### src/rtl/acc_input_cond.sv
// Key/switch input conditioner: synchronizes SW and KEY_n, debounces the key and emits one
// acc_strobe per qualified press with the operand latched. Optional hold-to-repeat: ACC_AUTO_REPEAT_EN.
module acc_input_cond #(
  parameter int DEBOUNCE_CYCLES = 1000000,
  parameter int REPEAT_CYCLES   = 25000000
) (
  input  logic       CLOCK_50,
  input  logic       reset,
  input  logic [8:0] SW,
  input  logic       KEY_n,
  output logic [7:0] operand,
  output logic       op_sel,
  output logic       acc_strobe,
  output logic       key_held
);

  localparam int CW = (DEBOUNCE_CYCLES > 1) ? $clog2(DEBOUNCE_CYCLES + 1) : 1;
  localparam logic [CW-1:0] CNT_LAST = CW'(DEBOUNCE_CYCLES - 1);

  if (DEBOUNCE_CYCLES < 1 || REPEAT_CYCLES < 1) begin : g_param_check
    $error("acc_input_cond: DEBOUNCE_CYCLES and REPEAT_CYCLES must be at least 1");
  end

  typedef enum logic [1:0] {IDLE, PRESS_WAIT, HELD, RELEASE_WAIT} state_t;

  state_t          state_reg, state_next;
  logic [CW-1:0]   cnt_reg, cnt_next;
  logic [1:0]      key_sync_reg;
  logic [8:0]      sw_sync1_reg, sw_sync2_reg;
  logic [7:0]      operand_reg;
  logic            op_sel_reg;
  logic            strobe_reg;
  logic            load;
  logic            load_any;
  logic            key_s;

  assign key_s = key_sync_reg[1];

  always_comb begin
    state_next = state_reg;
    cnt_next   = cnt_reg;
    load       = 1'b0;
    case (state_reg)
      IDLE: begin
        if (!key_s) begin
          state_next = PRESS_WAIT;
          cnt_next   = '0;
        end
      end
      PRESS_WAIT: begin
        if (key_s) begin
          state_next = IDLE;
          cnt_next   = '0;
        end else if (cnt_reg == CNT_LAST) begin
          state_next = HELD;
          cnt_next   = '0;
          load       = 1'b1;
        end else if (cnt_reg != '1) begin
          cnt_next = cnt_reg + 1'b1;
        end
      end
      HELD: begin
        if (key_s) begin
          state_next = RELEASE_WAIT;
          cnt_next   = '0;
        end
      end
      RELEASE_WAIT: begin
        // A single low sample means the key is still down: back to HELD without a strobe.
        if (!key_s) begin
          state_next = HELD;
          cnt_next   = '0;
        end else if (cnt_reg == CNT_LAST) begin
          state_next = IDLE;
          cnt_next   = '0;
        end else if (cnt_reg != '1) begin
          cnt_next = cnt_reg + 1'b1;
        end
      end
      default: begin
        state_next = IDLE;
        cnt_next   = '0;
      end
    endcase
  end

`ifdef ACC_AUTO_REPEAT_EN
  localparam int RW = (REPEAT_CYCLES > 1) ? $clog2(REPEAT_CYCLES + 1) : 1;
  localparam logic [RW-1:0] REP_LAST = RW'(REPEAT_CYCLES - 1);

  logic [RW-1:0] rep_reg, rep_next;
  logic          rep_fire;

  // Counts only while HELD with the key still down; any other state clears it.
  always_comb begin
    rep_next = '0;
    rep_fire = 1'b0;
    if (state_reg == HELD && !key_s) begin
      if (rep_reg == REP_LAST) begin
        rep_fire = 1'b1;
      end else if (rep_reg != '1) begin
        rep_next = rep_reg + 1'b1;
      end
    end
  end

  always_ff @(posedge CLOCK_50) begin
    if (reset) begin
      rep_reg <= '0;
    end else begin
      rep_reg <= rep_next;
    end
  end

  assign load_any = load | rep_fire;
`else
  assign load_any = load;
`endif

  always_ff @(posedge CLOCK_50) begin
    if (reset) begin
      state_reg    <= IDLE;
      cnt_reg      <= '0;
      key_sync_reg <= 2'b11;
      sw_sync1_reg <= '0;
      sw_sync2_reg <= '0;
      operand_reg  <= 8'h00;
      op_sel_reg   <= 1'b0;
      strobe_reg   <= 1'b0;
    end else begin
      state_reg    <= state_next;
      cnt_reg      <= cnt_next;
      key_sync_reg <= {key_sync_reg[0], KEY_n};
      sw_sync1_reg <= SW;
      sw_sync2_reg <= sw_sync1_reg;
      strobe_reg   <= load_any;
      if (load_any) begin
        operand_reg <= sw_sync2_reg[7:0];
        op_sel_reg  <= sw_sync2_reg[8];
      end
    end
  end

  assign operand    = operand_reg;
  assign op_sel     = op_sel_reg;
  assign acc_strobe = strobe_reg;
  assign key_held   = (state_reg == HELD) || (state_reg == RELEASE_WAIT);

endmodule

### config.mk
export PLATFORM = sky130hd
export DESIGN_NAME = acc_input_cond
export DESIGN_NICKNAME = d
export VERILOG_FILES = /design/src/rtl/acc_input_cond.sv
export SDC_FILE = /design/constraint.sdc
export NUM_CORES = 1
export LEC_CHECK = 0
export ABC_CLOCK_PERIOD_IN_PS = 2000
export BUFFER_PORTS_ARGS = -buffer_cell sky130_fd_sc_hd__buf_2
export CAP_MARGIN = 20
export CORE_MARGIN = 4
export CORE_UTILIZATION = 30
export DETAILED_ROUTE_END_ITERATION = 6
export GPL_TIMING_DRIVEN = 0
export PLACE_DENSITY = 0.47
export SLEW_MARGIN = 25
export SYNTH_ARGS = -nofsm -noshare
export SYNTH_HDL_FRONTEND = slang
export SYNTH_SLANG_ARGS = --single-unit
### constraint.sdc
create_clock -name CLOCK_50 -period 2 [get_ports CLOCK_50]
set_clock_uncertainty 0.05 [all_clocks]
set_input_delay 0.6 -clock CLOCK_50 [delete_from_list [all_inputs] [get_ports CLOCK_50]]
set_output_delay 0.6 -clock CLOCK_50 [all_outputs]
set_load 0.01 [all_outputs]
### Word-level counts from Yosys, hierarchy flattened

Index checks and enable logic that the tools add are counted.

* $add $sub $neg: 1
* eq/ne operators: 9
* mux-type cells: 17
* reductions and logical operators: 4

Operators with widths (number)
* $mux 20: 6
* $pmux 20 s4: 1
* $add 20x1->20 const B: 1
* $eq 20x20->1 const B: 1
* $ne 20x20->1 const B: 1
* $mux 2: 6
* $pmux 2 s4: 1
* $ne 3x3->1 const B: 2
* $eq 2x2->1 const B: 2
* $ne 2x2->1 const B: 2
* $reduce_and 4->1: 1
* $mux 1: 3
* $eq 2x1->1 const B: 1
* $logic_not 2->1: 1
* $reduce_and 2->1: 1
* $logic_or 1x1->1: 1

* bits in registers: 52
* input port bits: 12
* output and inout port bits: 11
* logic and storage cells: 39

### Logic depth before layout (Yosys ltp)

* word-level depth: 5
* depth in mapped cells: 9
* gate-level depth less buffers: 6

### Worst setup path after synthesis

OpenSTA, ideal clock, no wires.

* kind: register to register
* start point: register cnt_reg[0]
* end point: register cnt_reg[10]
* library setup time: 116 ps
* data arrival time: 1872 ps
* data required time: 1834 ps
* setup slack: -39 ps
* cell stages (with the launch flop): 9
* path buffers: 3
* clock period less this slack: 2039 ps
* cells stage by stage: dfxtp_1 -> ha_1 -> nand3_1 -> buf_2 -> nor4_1 -> a21oi_1 -> buf_2 -> buf_1 -> a31o_2

* cells in the longest elaborated chain, start to end: 5
* elaborated cells between the ends (all ways): 8
* those cells by class: add/sub: 1; eq/ne: 2; mux: 5

Ends and longest elaborated chain
* start: declaration: RTL line 27 `logic [CW-1:0] cnt_reg, cnt_next;`
* start signal: assignment: RTL line 132 `cnt_reg <= cnt_next;`
* $add 20x1->20 / $ne 20x20->1 (equally long branches)
* $mux 20: RTL line 58, 76
* $mux 20 *: RTL line 73 `end else if (cnt_reg == CNT_LAST) begin`
* $mux 20 (on tied branches): RTL line 70, 51
* $pmux 20 s4 *: RTL line 43 `case (state_reg)`

Mark *: on every way between the ends. The rest lies on a longest branch, timed or not.
A chain may end at the register's enable or synchronous reset.

### Final worst setup path

* start point: register cnt_reg[7]
* end point: register operand_reg[1], in the netlist operand[1]

* cells in the longest elaborated chain, start to end: 4

Ends and longest elaborated chain
* $eq 20x20->1: RTL line 54 `end else if (cnt_reg == CNT_LAST) begin`
* $mux 1: RTL line 54
* $mux 1: RTL line 51 `if (key_s) begin`
* $mux 1: RTL line 43
* end signal: assignment: RTL line 138 `operand_reg <= sw_sync2_reg[7:0];`
* end: declaration: RTL line 30 `logic [7:0] operand_reg;`

No other way between the ends.

==> results.cfg <==
[finish]
final_cell_area_um2 = 2800
fin_nets = 298
final_common_cell = dfxtp_1
antenna_cells = 0
area_growth_pct = 26.9
largest_reg_flops = 20
final_cell_mix = 42 x dfxtp_1, 22 x buf_2, 21 x nor2b_1, 19 x buf_4, 18 x nor2_1
drive_gt1_frac = 0.315

[floorplanning]
start_util = 0.316
io_pins = 23
die_x_um = 93.7
core_um2 = 6980
rows = 30
die_area_um2 = 8780
die_y_um = 93.7

[sta]
slew_viol_final = 0
finalCritPeriodShare = 1.01
setup_violations = 6
fin_crit_ns = 2.02
hold_viol = 0
relSlewSlack = 0.623
tightest_slew_ns = 0.566
fin_ws_ns = -0.0230
rsz0062_at_grt = true
timing.fmax_ghz = 0.494

[yosys]
yosysSeqAreaShare = 0.472
synthArstFlopShare = 0
synth_fp_nets = 254
synth_cells = 241
synth_ff_type = dfxtp_1
syn_area_um2 = 2200
synth_warnings = 0
synth_seq_cells = 52
synthDistinctLibCells = 49
synth_edf_count = 0
avgSynthCellArea_um2 = 9.14

[drt]
wl_um = 5620
num_vias = 1924
ant_nets = 0
vias_per_cell = 5.04
first_pass_iters = 4
dr.first_iter.drc_count = 94
wl_per_cell_um = 14.7
drc = 0

[worst_setup_path]
crit_chain = or4b_4 > nor4b_4 > and4_4 > buf_6 > mux2i_1 > nor2_1
critical_path_buf_inv_count = 1
required_ns = 2.14
cp.arrival_ns = 2.16
cpPeakStageDelay_ns = 0.56
crit_fanout = 5
end_kind = flop
path_delay_family = simple AND/OR/NAND/NOR gates
reg2reg_setup_slack_ns = -0.02
crit_slowest_cell = or4b_4
criticalPathCategory = reg2reg
start_kind = flop

[pwr]
power_density_nw_per_um2 = 653
clock_power_share = 0.353
vdd_drop_max_mv = 0.448
p_comb_frac = 0.056
intPower_mw = 1.37
leakagePower_nw = 1.06
p_switching_mw = 0.458
netSwitchingFraction = 0.251
p_seq_frac = 0.591

[clock_tree]
cts.clk_slew.worst_paths_ns = 0.11
worstSkewPairLatency_ns = 0.31
cts_made_buffers = 5
cts.htree.levels = 2
tritoncts = yes
clockRootBuffer = clkbuf_8
clk_path_buf_depth = 2
hold_buffers = 0
numClockSinks = 52

[job]
maxCapViolations = 0

[global_routing]
grt_usage = 0.130
antenna_found_initial = 0
grt_pass1_wl_um = 9160
grt_overflow = 0
grt_pass1_vias = 1796
grt_start_max_net_pins = 19

[placement]
dp_hpwl_um = 3600
gp_congestion = 0.799
dp_slack_ns = -0.515
io_buffers = 22
dpl_cell_area_um2 = 2440

[status]
status = finished with violations
failed_checks = negative setup slack

[hold_path]
min_path_type = reg2reg
==> power by group through the flow <==
stage | clock (mW) | sequential (mW) | combinational [mW]
CTS | 0.660 | 1.08 | 0.105
global route | 0.690 | 1.08 | 0.117
detailed placement | 0 | 1.10 | 0.0899
global placement | 0 | 1.10 | 0.0895
floorplan | 0 | 1.10 | 0.0603
finish | 0.644 | 1.08 | 0.103
==> layer usage <==
| layer | GRT usage | up-vias | part of all wire |
|---|---|---|---|
| li1 | - | 964 | - |
| met1 | 0.181 | 915 | 0.50 |
| met2 | 0.201 | 39 | 0.45 |
| met3 | 0.0240 | 6 | 0.041 |
| met4 | 0.0481 | 0 | 0.014 |
| met5 | 0 | - | 0 |
==> timing repair <==
item                                   4_1_cts  5_1_grt
gates cloned                                 1        0
setup endpoints to repair                   30       27
gates resized for setup                     36        7
pin swaps                                    7        4
endpoints found under the hold margin        0        0
setup buffers                               14        3
==> synthesized netlist by cell type, drive strengths merged, types with 2 or more instances <==
cell type | n | area [um^2]
a21oi | 12 | 60.1
a22o | 2 | 17.5
a31oi | 13 | 81.3
and4 | 2 | 17.5
buf | 8 | 52.6
clkbuf | 8 | 30.0
dfxtp | 52 | 1040
inv | 5 | 18.8
mux2i | 9 | 90.1
nand2 | 14 | 52.6
nand2b | 3 | 18.8
nand3 | 9 | 45.0
nand3b | 3 | 22.5
nand4 | 7 | 43.8
nor2 | 20 | 77.6
nor2b | 21 | 131
nor3 | 4 | 20.0
nor4 | 9 | 71.3
o21ai | 9 | 45.0
o31a | 3 | 26.3
o31ai | 3 | 22.5
or2 | 3 | 18.8
or4b | 2 | 23.8
==> cell families (layout without fill, tap and decap cells) <==
family / count (synthesis) / count (layout) / share of synthesized area
buffers and inverters: 21 / 66 / 0.0460
flip-flops: 52 / 52 / 0.472
adder cells (fa/ha/maj): 1 / 1 / 0.00568
AO/OA/AOI/OAI: 54 / 54 / 0.161
multiplexers: 9 / 9 / 0.0409
AND/OR/NAND/NOR: 103 / 103 / 0.270
XOR/XNOR: 1 / 1 / 0.00398
==> per-stage QoR <==
step | hold WS (ns) | utilization | std cells | setup TNS, ns | total power [mW]
final | 0.369 | 0.400 | 382 | -0.0702 | 1.83
after global routing | 0.391 | 0.400 | 382 | -0.977 | 1.89
after CTS | 0.373 | 0.396 | 381 | -0.269 | 1.84
after detailed placement | 0.348 | 0.349 | 359 | -8.18 | 1.19
after global placement | 0.344 | 0.349 | 359 | -8.59 | 1.19
after floorplan | 0.339 | - | 241 | -0.00513 | 1.16
==> final timing paths <==
path,from,end,cells past startpoint
max,cnt_reg[7],operand[1],6
max reg2reg,cnt_reg[7],operand[1],6
min reg2reg,key_sync_reg[0],key_sync_reg[1],1
min,key_sync_reg[0],key_sync_reg[1],1
==> layout make-up <==
class	instances	area (um^2)
Fill cell	731	4190
Timing Repair Buffer	40	249
Clock inverter	3	26.3
Inverter	5	18.8
Clock buffer	5	68.8
Tap cell	96	120
Multi-Input combinational cell	168	1170
Buffer	13	87.6
Sequential cell	52	1060
No activity file was read; power rests on OpenSTA's default activity.
